### src/rtl/counter_spi_master.sv
// Free-running 0..9999 up-counter that sends every new value to the slave board
// as a 16-bit SPI mode-0 frame (high byte first) and captures miso into a debug word.
module counter_spi_master #(
    parameter int CLK_DIV  = 4,
    parameter int TICK_DIV = 10_000_000
) (
    input  logic        clk,
    input  logic        reset,
    input  logic        i_run,
    input  logic        i_clear,
    output logic        sclk,
    output logic        mosi,
    input  logic        miso,
    output logic        ss,
    output logic [13:0] o_counter,
    output logic        o_busy,
    output logic        o_frame_done,
    output logic [15:0] o_rx_data,
    output logic [2:0]  o_dbg_state
);
    localparam int PW = (TICK_DIV > 1) ? $clog2(TICK_DIV) : 1;
    localparam int DW = $clog2(CLK_DIV);
    localparam logic [PW-1:0] PRESC_LAST = PW'(TICK_DIV - 1);
    localparam logic [DW-1:0] DIV_LAST   = DW'(CLK_DIV - 1);
    localparam logic [13:0]   CNT_MAX    = 14'd9999;

    typedef enum logic [2:0] {
        S_IDLE    = 3'd0,
        S_SETUP   = 3'd1,
        S_SCLK_HI = 3'd2,
        S_SCLK_LO = 3'd3,
        S_GAP     = 3'd4
    } state_t;

    // Handshake: a counter update (tick or clear) raises pend_q; the FSM consumes it
    // by snapshotting the counter when it leaves IDLE. Updates in that same cycle win.
    logic [PW-1:0] presc_q, presc_d;
    logic [13:0]   cnt_q, cnt_d;
    logic          pend_q, pend_d;
    state_t        state_q, state_d;
    logic [DW-1:0] div_q, div_d;
    logic [3:0]    bit_q, bit_d;
    logic [15:0]   tx_q, tx_d;
    logic [15:0]   rx_q, rx_d;
    logic [15:0]   rx_data_q, rx_data_d;
    logic          done_q, done_d;
    logic          tick, update, load, phase_end;

    always_comb begin
        tick    = i_run && (presc_q == PRESC_LAST);
        update  = i_clear || tick;
        presc_d = presc_q + PW'(1);
        if (i_clear || !i_run || tick) begin
            presc_d = '0;
        end
        cnt_d = cnt_q;
        if (i_clear) begin
            cnt_d = '0;
        end else if (tick) begin
            cnt_d = (cnt_q == CNT_MAX) ? 14'd0 : cnt_q + 14'd1;
        end
    end

    always_comb begin
        state_d   = state_q;
        div_d     = div_q;
        bit_d     = bit_q;
        tx_d      = tx_q;
        rx_d      = rx_q;
        rx_data_d = rx_data_q;
        done_d    = 1'b0;
        load      = 1'b0;
        phase_end = (div_q == DIV_LAST);
        // Every non-idle state lasts exactly one sclk half-period.
        if (state_q != S_IDLE) begin
            div_d = phase_end ? '0 : div_q + DW'(1);
        end
        case (state_q)
            S_IDLE: begin
                if (pend_q) begin
                    load    = 1'b1;
                    tx_d    = {2'b00, cnt_q};
                    bit_d   = '0;
                    state_d = S_SETUP;
                end
            end
            S_SETUP: begin
                if (phase_end) begin
                    state_d = S_SCLK_HI;
                    rx_d    = {rx_q[14:0], miso};
                end
            end
            S_SCLK_HI: begin
                if (phase_end) begin
                    state_d = S_SCLK_LO;
                    tx_d    = {tx_q[14:0], 1'b0};
                end
            end
            S_SCLK_LO: begin
                if (phase_end) begin
                    if (bit_q == 4'd15) begin
                        state_d   = S_GAP;
                        done_d    = 1'b1;
                        rx_data_d = rx_q;
                    end else begin
                        bit_d   = bit_q + 4'd1;
                        state_d = S_SCLK_HI;
                        rx_d    = {rx_q[14:0], miso};
                    end
                end
            end
            S_GAP: begin
                if (phase_end) begin
                    state_d = S_IDLE;
                end
            end
            default: state_d = S_IDLE;
        endcase
        pend_d = update ? 1'b1 : (load ? 1'b0 : pend_q);
    end

    always_ff @(posedge clk or posedge reset) begin
        if (reset) begin
            presc_q   <= '0;
            cnt_q     <= '0;
            pend_q    <= 1'b0;
            state_q   <= S_IDLE;
            div_q     <= '0;
            bit_q     <= '0;
            tx_q      <= '0;
            rx_q      <= '0;
            rx_data_q <= '0;
            done_q    <= 1'b0;
        end else begin
            presc_q   <= presc_d;
            cnt_q     <= cnt_d;
            pend_q    <= pend_d;
            state_q   <= state_d;
            div_q     <= div_d;
            bit_q     <= bit_d;
            tx_q      <= tx_d;
            rx_q      <= rx_d;
            rx_data_q <= rx_data_d;
            done_q    <= done_d;
        end
    end

    always_comb begin
        ss           = (state_q == S_IDLE) || (state_q == S_GAP);
        sclk         = (state_q == S_SCLK_HI);
        mosi         = ((state_q == S_SETUP) || (state_q == S_SCLK_HI) ||
                        (state_q == S_SCLK_LO)) ? tx_q[15] : 1'b0;
        o_counter    = cnt_q;
        o_busy       = (state_q != S_IDLE);
        o_frame_done = done_q;
        o_rx_data    = rx_data_q;
        o_dbg_state  = state_q;
    end
endmodule

### config.mk
export PLATFORM = sky130hd
export DESIGN_NAME = counter_spi_master
export DESIGN_NICKNAME = d
export VERILOG_FILES = /design/src/rtl/counter_spi_master.sv
export SDC_FILE = /design/constraint.sdc
export NUM_CORES = 1
export LEC_CHECK = 0
export CAP_MARGIN = 20
export CORE_UTILIZATION = 60
export CTS_CLUSTER_SIZE = 12
export DETAILED_ROUTE_END_ITERATION = 12
export PLACE_DENSITY = 0.91
export SETUP_SLACK_MARGIN = 0.02
export SYNTH_ARGS = -nofsm -noshare
export SYNTH_HDL_FRONTEND = slang
export SYNTH_SLANG_ARGS = --single-unit
### constraint.sdc
create_clock -name clk -period 6.79 [get_ports clk]
set_input_delay 2.037 -clock clk [delete_from_list [all_inputs] [get_ports clk]]
set_output_delay 2.037 -clock clk [all_outputs]
set_load 0.02 [all_outputs]
Word level (Yosys, flattened, before mapping)
Cells that the tools add are included.
Storage, ports and cells
  register bits: 97
  bits in latches: 0
  RAM bits: 0
  ROM bits: 0
  input bits: 5
  output and inout port bits: 38
  word-level logic and storage cells: 79
  memories kept: 0
Cells by class
  $add $sub $neg: 4
  multipliers: 0
  divide/modulo/power cells: 0
  $lt $le $gt $ge: 0
  equal/unequal tests: 14
  shift operators: 0
  muxes and demuxes: 31
  bitwise operators: 0
  reductions and logical operators: 20
Operator list (count)
  $mux W16: 5
  $pmux W16 S2: 2
  $mux W14: 3
  $add A24 B1 Y24 const B: 1
  $eq A24 B24 Y1 const B: 1
  $mux W24: 1
  $mux W3: 6
  $pmux W3 S5: 1
  $add A14 B1 Y14 const B: 1
  $eq A14 B14 Y1 const B: 1
  $mux W4: 3
  $ne A2 B2 Y1 const B: 5
  $reduce_bool A2 Y1: 5
  $mux W1: 8
  $pmux W4 S2: 1
  $reduce_and A4 Y1: 2
  $eq A3 B2 Y1 const B: 2
  $logic_or A1 B1 Y1: 6
  $reduce_and A3 Y1: 2
  $reduce_and A5 Y1: 1
  $add A4 B1 Y4 const B: 1
  $eq A4 B4 Y1 const B: 1
  $eq A3 B1 Y1 const B: 1
  $eq A3 B3 Y1 const B: 1
  8 further kinds: 8

Longest topological paths before layout
  word-level depth: 4
  gate-level depth with buffers: 7
  gate-level depth less buffers: 5

Worst setup path before layout
Ideal clock, no wire load.
  kind: input-to-reg
  start: input port i_run
  end: register cnt_q[11] (netlist: o_counter[11])
  library setup time: 0.078 ns
  data arrival time: 3.575 ns
  data required time: 6.712 ns
  slack: 3.137 ns
  cell stages on the path: 5
  buffers on the path: 1
  cell sequence: or4b_1 or3_1 buf_2 or4_1 a21oi_1
Between the ends
  word-level cells in the longest chain between the ends: 2
RTL lines
  start: declaration: RTL line 9  | input logic i_run,
  $logic_and A1 B1 Y1: RTL line 50  | tick = i_run && (presc_q == PRESC_LAST);
  $reduce_bool A2 Y1 (no line)
  end signal: assignment: RTL line 136  | cnt_q <= cnt_d;
  end: declaration: RTL line 38  | logic [13:0] cnt_q, cnt_d;
Every way passes these cells.
A chain may end at the register's enable or synchronous reset.

Worst setup path in the final report
  start: register state_q[1] (netlist: o_dbg_state[1])
  end: output port sclk
Between the ends
  word-level cells in the longest chain between the ends: 1
RTL lines
  start: declaration: RTL line 40  | state_t state_q, state_d;
  start signal: assignment: RTL line 138  | state_q <= state_d;
  $eq A3 B2 Y1: RTL line 150  | sclk = (state_q == S_SCLK_HI);
  end: declaration: RTL line 11  | output logic sclk,
Every way passes these cells.

==> flow_metrics.env <==
export IMPL_wire_per_inst_um=17.3
export IMPL_ys_seq_area_share_pct=53.1
export IMPL_cp_end_kind="primary output"
export IMPL_maxCapViolCount=0
export IMPL_drt_first_pass_iters=5
export IMPL_cts_sinks=97
export IMPL_setup_violations_final=0
export IMPL_clockBufferDepth=2
export IMPL_cts_resized=0
export IMPL_synth_warnings=0
export IMPL_dp_hpwl_um=6440
export IMPL_grt_pass1_wl_um=16100
export IMPL_die_area_um2=7970
export IMPL_wl_met2_um=4940
export IMPL_setup_worst_path_class="register to primary output"
export IMPL_synth_area_per_cell_um2=10.5
export IMPL_core_area_um2=7290
export IMPL_relSlewSlack_pct=40.3
export IMPL_p_total_mw=1.44
export IMPL_final_nets=479
export IMPL_cp_max_fo=22
export IMPL_hold_path_class="register to register"
export IMPL_syn_num_nets=446
export IMPL_vias_per_cell=6.17
export IMPL_die_h_um=89.3
export IMPL_drv_slew=0
export IMPL_wirelength_met1_um=4300
export IMPL_critical_path_top_delay_family="buffers and inverters"
export IMPL_final_hold_violation_count=0
export IMPL_die_w_um=89.3
export IMPL_vias=3534
export IMPL_netlist_area_um2=4570
export IMPL_layout_min_cycle_time_ns=4.19
export IMPL_synth_largest_area_cell="dfrtp_1"
export IMPL_synth_top_area_share_pct=53.1
export IMPL_gp_congestion=0.879
export IMPL_path_cells="nor3b_2 -> buf_4 -> clkdlybuf4s50_1"
export IMPL_synth_edff_count=0
export IMPL_gr_usage_all_layers_pct=27.0
export IMPL_arrival_ns=2.15
export IMPL_multiInputGateArea_um2=2000
export IMPL_met3_length_um=444
export IMPL_start_util_pct=62.7
export IMPL_synth_area_leaders="dfrtp_1 53%, mux2_2 7.9%, o21ai_0 3.1%, nand2_1 3.0%, a21oi_1 2.4%"
export IMPL_drive_gt1_share_pct=12.7
export IMPL_final_fill_count=499
export IMPL_post_cts_setup_buffers=0
export IMPL_drc=0
export IMPL_finalClockSkew_ns=0.0156
export IMPL_syn_inst=437
export IMPL_grt_max_degree=72
export IMPL_seqCellArea_um2=2430
export IMPL_cts_root_buffer="clkbuf_8"
export IMPL_cpPeakStageDelay_ns=0.66
export IMPL_grt_pass1_vias=3328
export IMPL_ir_drop_mv=0.135
export IMPL_syn_to_final_growth_pct=16.0
export IMPL_cp_start_kind="register"
export IMPL_antenna_left=0
export IMPL_wl_um=9930
export IMPL_cellLeakagePower_nw=2.21
export IMPL_port_buffers=42
export IMPL_hold_buffers=0
export IMPL_yosys_top_cells_count="97 x dfrtp_1, 37 x nand2_1, 32 x mux2_2"
export IMPL_rows=31
export IMPL_synth_seq_cells=97
export IMPL_io_pins=43
export IMPL_powerDensity_nw_per_um2=272
export IMPL_critPathBufInv=2
export IMPL_critPathRequiredTime_ns=4.75
export IMPL_netlist_cell_type_count=42
export IMPL_antenna_found_initial=0
export IMPL_cp_slowest_cell="clkdlybuf4s50_1"
export IMPL_overflow=0
export IMPL_synthFlopType="dfrtp_1"
export IMPL_max_clock_freq_mhz=239
export IMPL_top_layer="met4"
export IMPL_rsz0062_at_grt="false"
export IMPL_antennaDiodeCount=0
export IMPL_clkLatencyLatePin_ns=0.37
export IMPL_htreeDepth=3
export IMPL_async_reset_ff_share_pct=100
export IMPL_outcome="finished clean"
export IMPL_tns_ns=0
export IMPL_cts_buffers=9
export IMPL_path_clk_slew_ns=0.10
export IMPL_drt_iter0_drc=189
export IMPL_cts_tree="done"
export IMPL_finalCritPeriodShare_pct=61.6
export IMPL_worstMarginPinSlew_ns=0.893
export IMPL_synthMostInstantiatedCell="dfrtp_1"
[where the power goes]
group | internal (mW) | switching [mW]
sequential | 0.643 | 0.0613
combinational | 0.129 | 0.158
clock | 0.245 | 0.204
total | 1.02 | 0.423
[path summary, 6_finish.rpt]
| kind | slack, ns | startpoint | cells after the start | end |
|---|---|---|---|---|
| max in group asynchronous | 3.59 | reset | 3 | o_counter[1]$_DFFE_PP0P_ |
| worst max register to register | 4.32 | presc_q[13]$_DFF_PP0_ | 4 | o_counter[11]$_DFFE_PP0P_ |
| worst max-delay path | 2.60 | o_dbg_state[1]$_DFFE_PP0P_ | 3 | sclk |
| worst min-delay path | 0.49 | tx_q[12]$_DFFE_PP0P_ | 2 | tx_q[12]$_DFFE_PP0P_ |
| worst min register to register | 0.49 | tx_q[12]$_DFFE_PP0P_ | 2 | tx_q[12]$_DFFE_PP0P_ |
| min in group asynchronous | 1.98 | reset | 2 | o_rx_data[7]$_DFFE_PP0P_ |
[state kept, by name, summed over array words and instances, names as in the netlist]
signal,cells
presc_q,24
rx_q,16
pend_q,1
o_dbg_state,3
o_counter,14
tx_q,16
bit_q,4
o_rx_data,16
o_frame_done,1
div_q,2
[worst register-to-register path: stages, from the launching register on]
cell and delay (ns):
dfrtp_1 0.45, nor4b_1 0.49, nand4_1 0.60, or4_1 0.68
a21oi_1 0.17
[cell usage in the layout, fill, tap and decap left out, types with 11 or more instances in the layout]
master,instances
dfrtp_1,97
nand2_1,37
or3_1,14
nand4_1,11
mux2_2,32
nand3_1,21
a21oi_1,22
nor2_1,26
inv_1,12
o21ai_0,27
clkdlybuf4s50_1,42
[cells by family (layout without fill, tap and decap cells)]
logic type | Yosys count | in the layout | synth area share (%)
compound gates | 84 | 84 | 11.4
xor+xnor | 13 | 13 | 2.49
fa+ha+maj | 4 | 4 | 1.10
buf+inv | 38 | 75 | 3.31
flops | 97 | 97 | 53.1
mux | 40 | 40 | 9.64
simple gates | 161 | 161 | 18.9
[through the flow]
stage | hold WS [ns] | cell area [um^2] | cells | utilization (%) | setup slack [ns]
after floorplan | 0.442 | 4570 | 437 | - | 2.22
after global placement | 0.454 | 5060 | 558 | 69.4 | 2.47
after detailed placement | 0.471 | 5060 | 558 | 69.4 | 2.41
after CTS | 0.493 | 5300 | 573 | 72.7 | 2.62
after global routing | 0.517 | 5300 | 573 | 72.7 | 2.49
final | 0.493 | 5300 | 573 | 72.7 | 2.60
[cell type report]
type	instances	area share [%]
Sequential cell	97	45.8
Multi-Input combinational cell	302	37.8
Tap cell	99	2.34
Clock inverter	6	2.17
Timing Repair Buffer	47	8.64
Inverter	13	0.945
Clock buffer	9	2.34
[per-layer routing]
metal / vias up / global-route usage, %
li1: 1655 / -
met1: 1723 / 35.8
met2: 133 / 44.6
met3: 23 / 4.06
met4: 0 / 11.4
met5: - / 0
(Power assumes the default switching activity.)
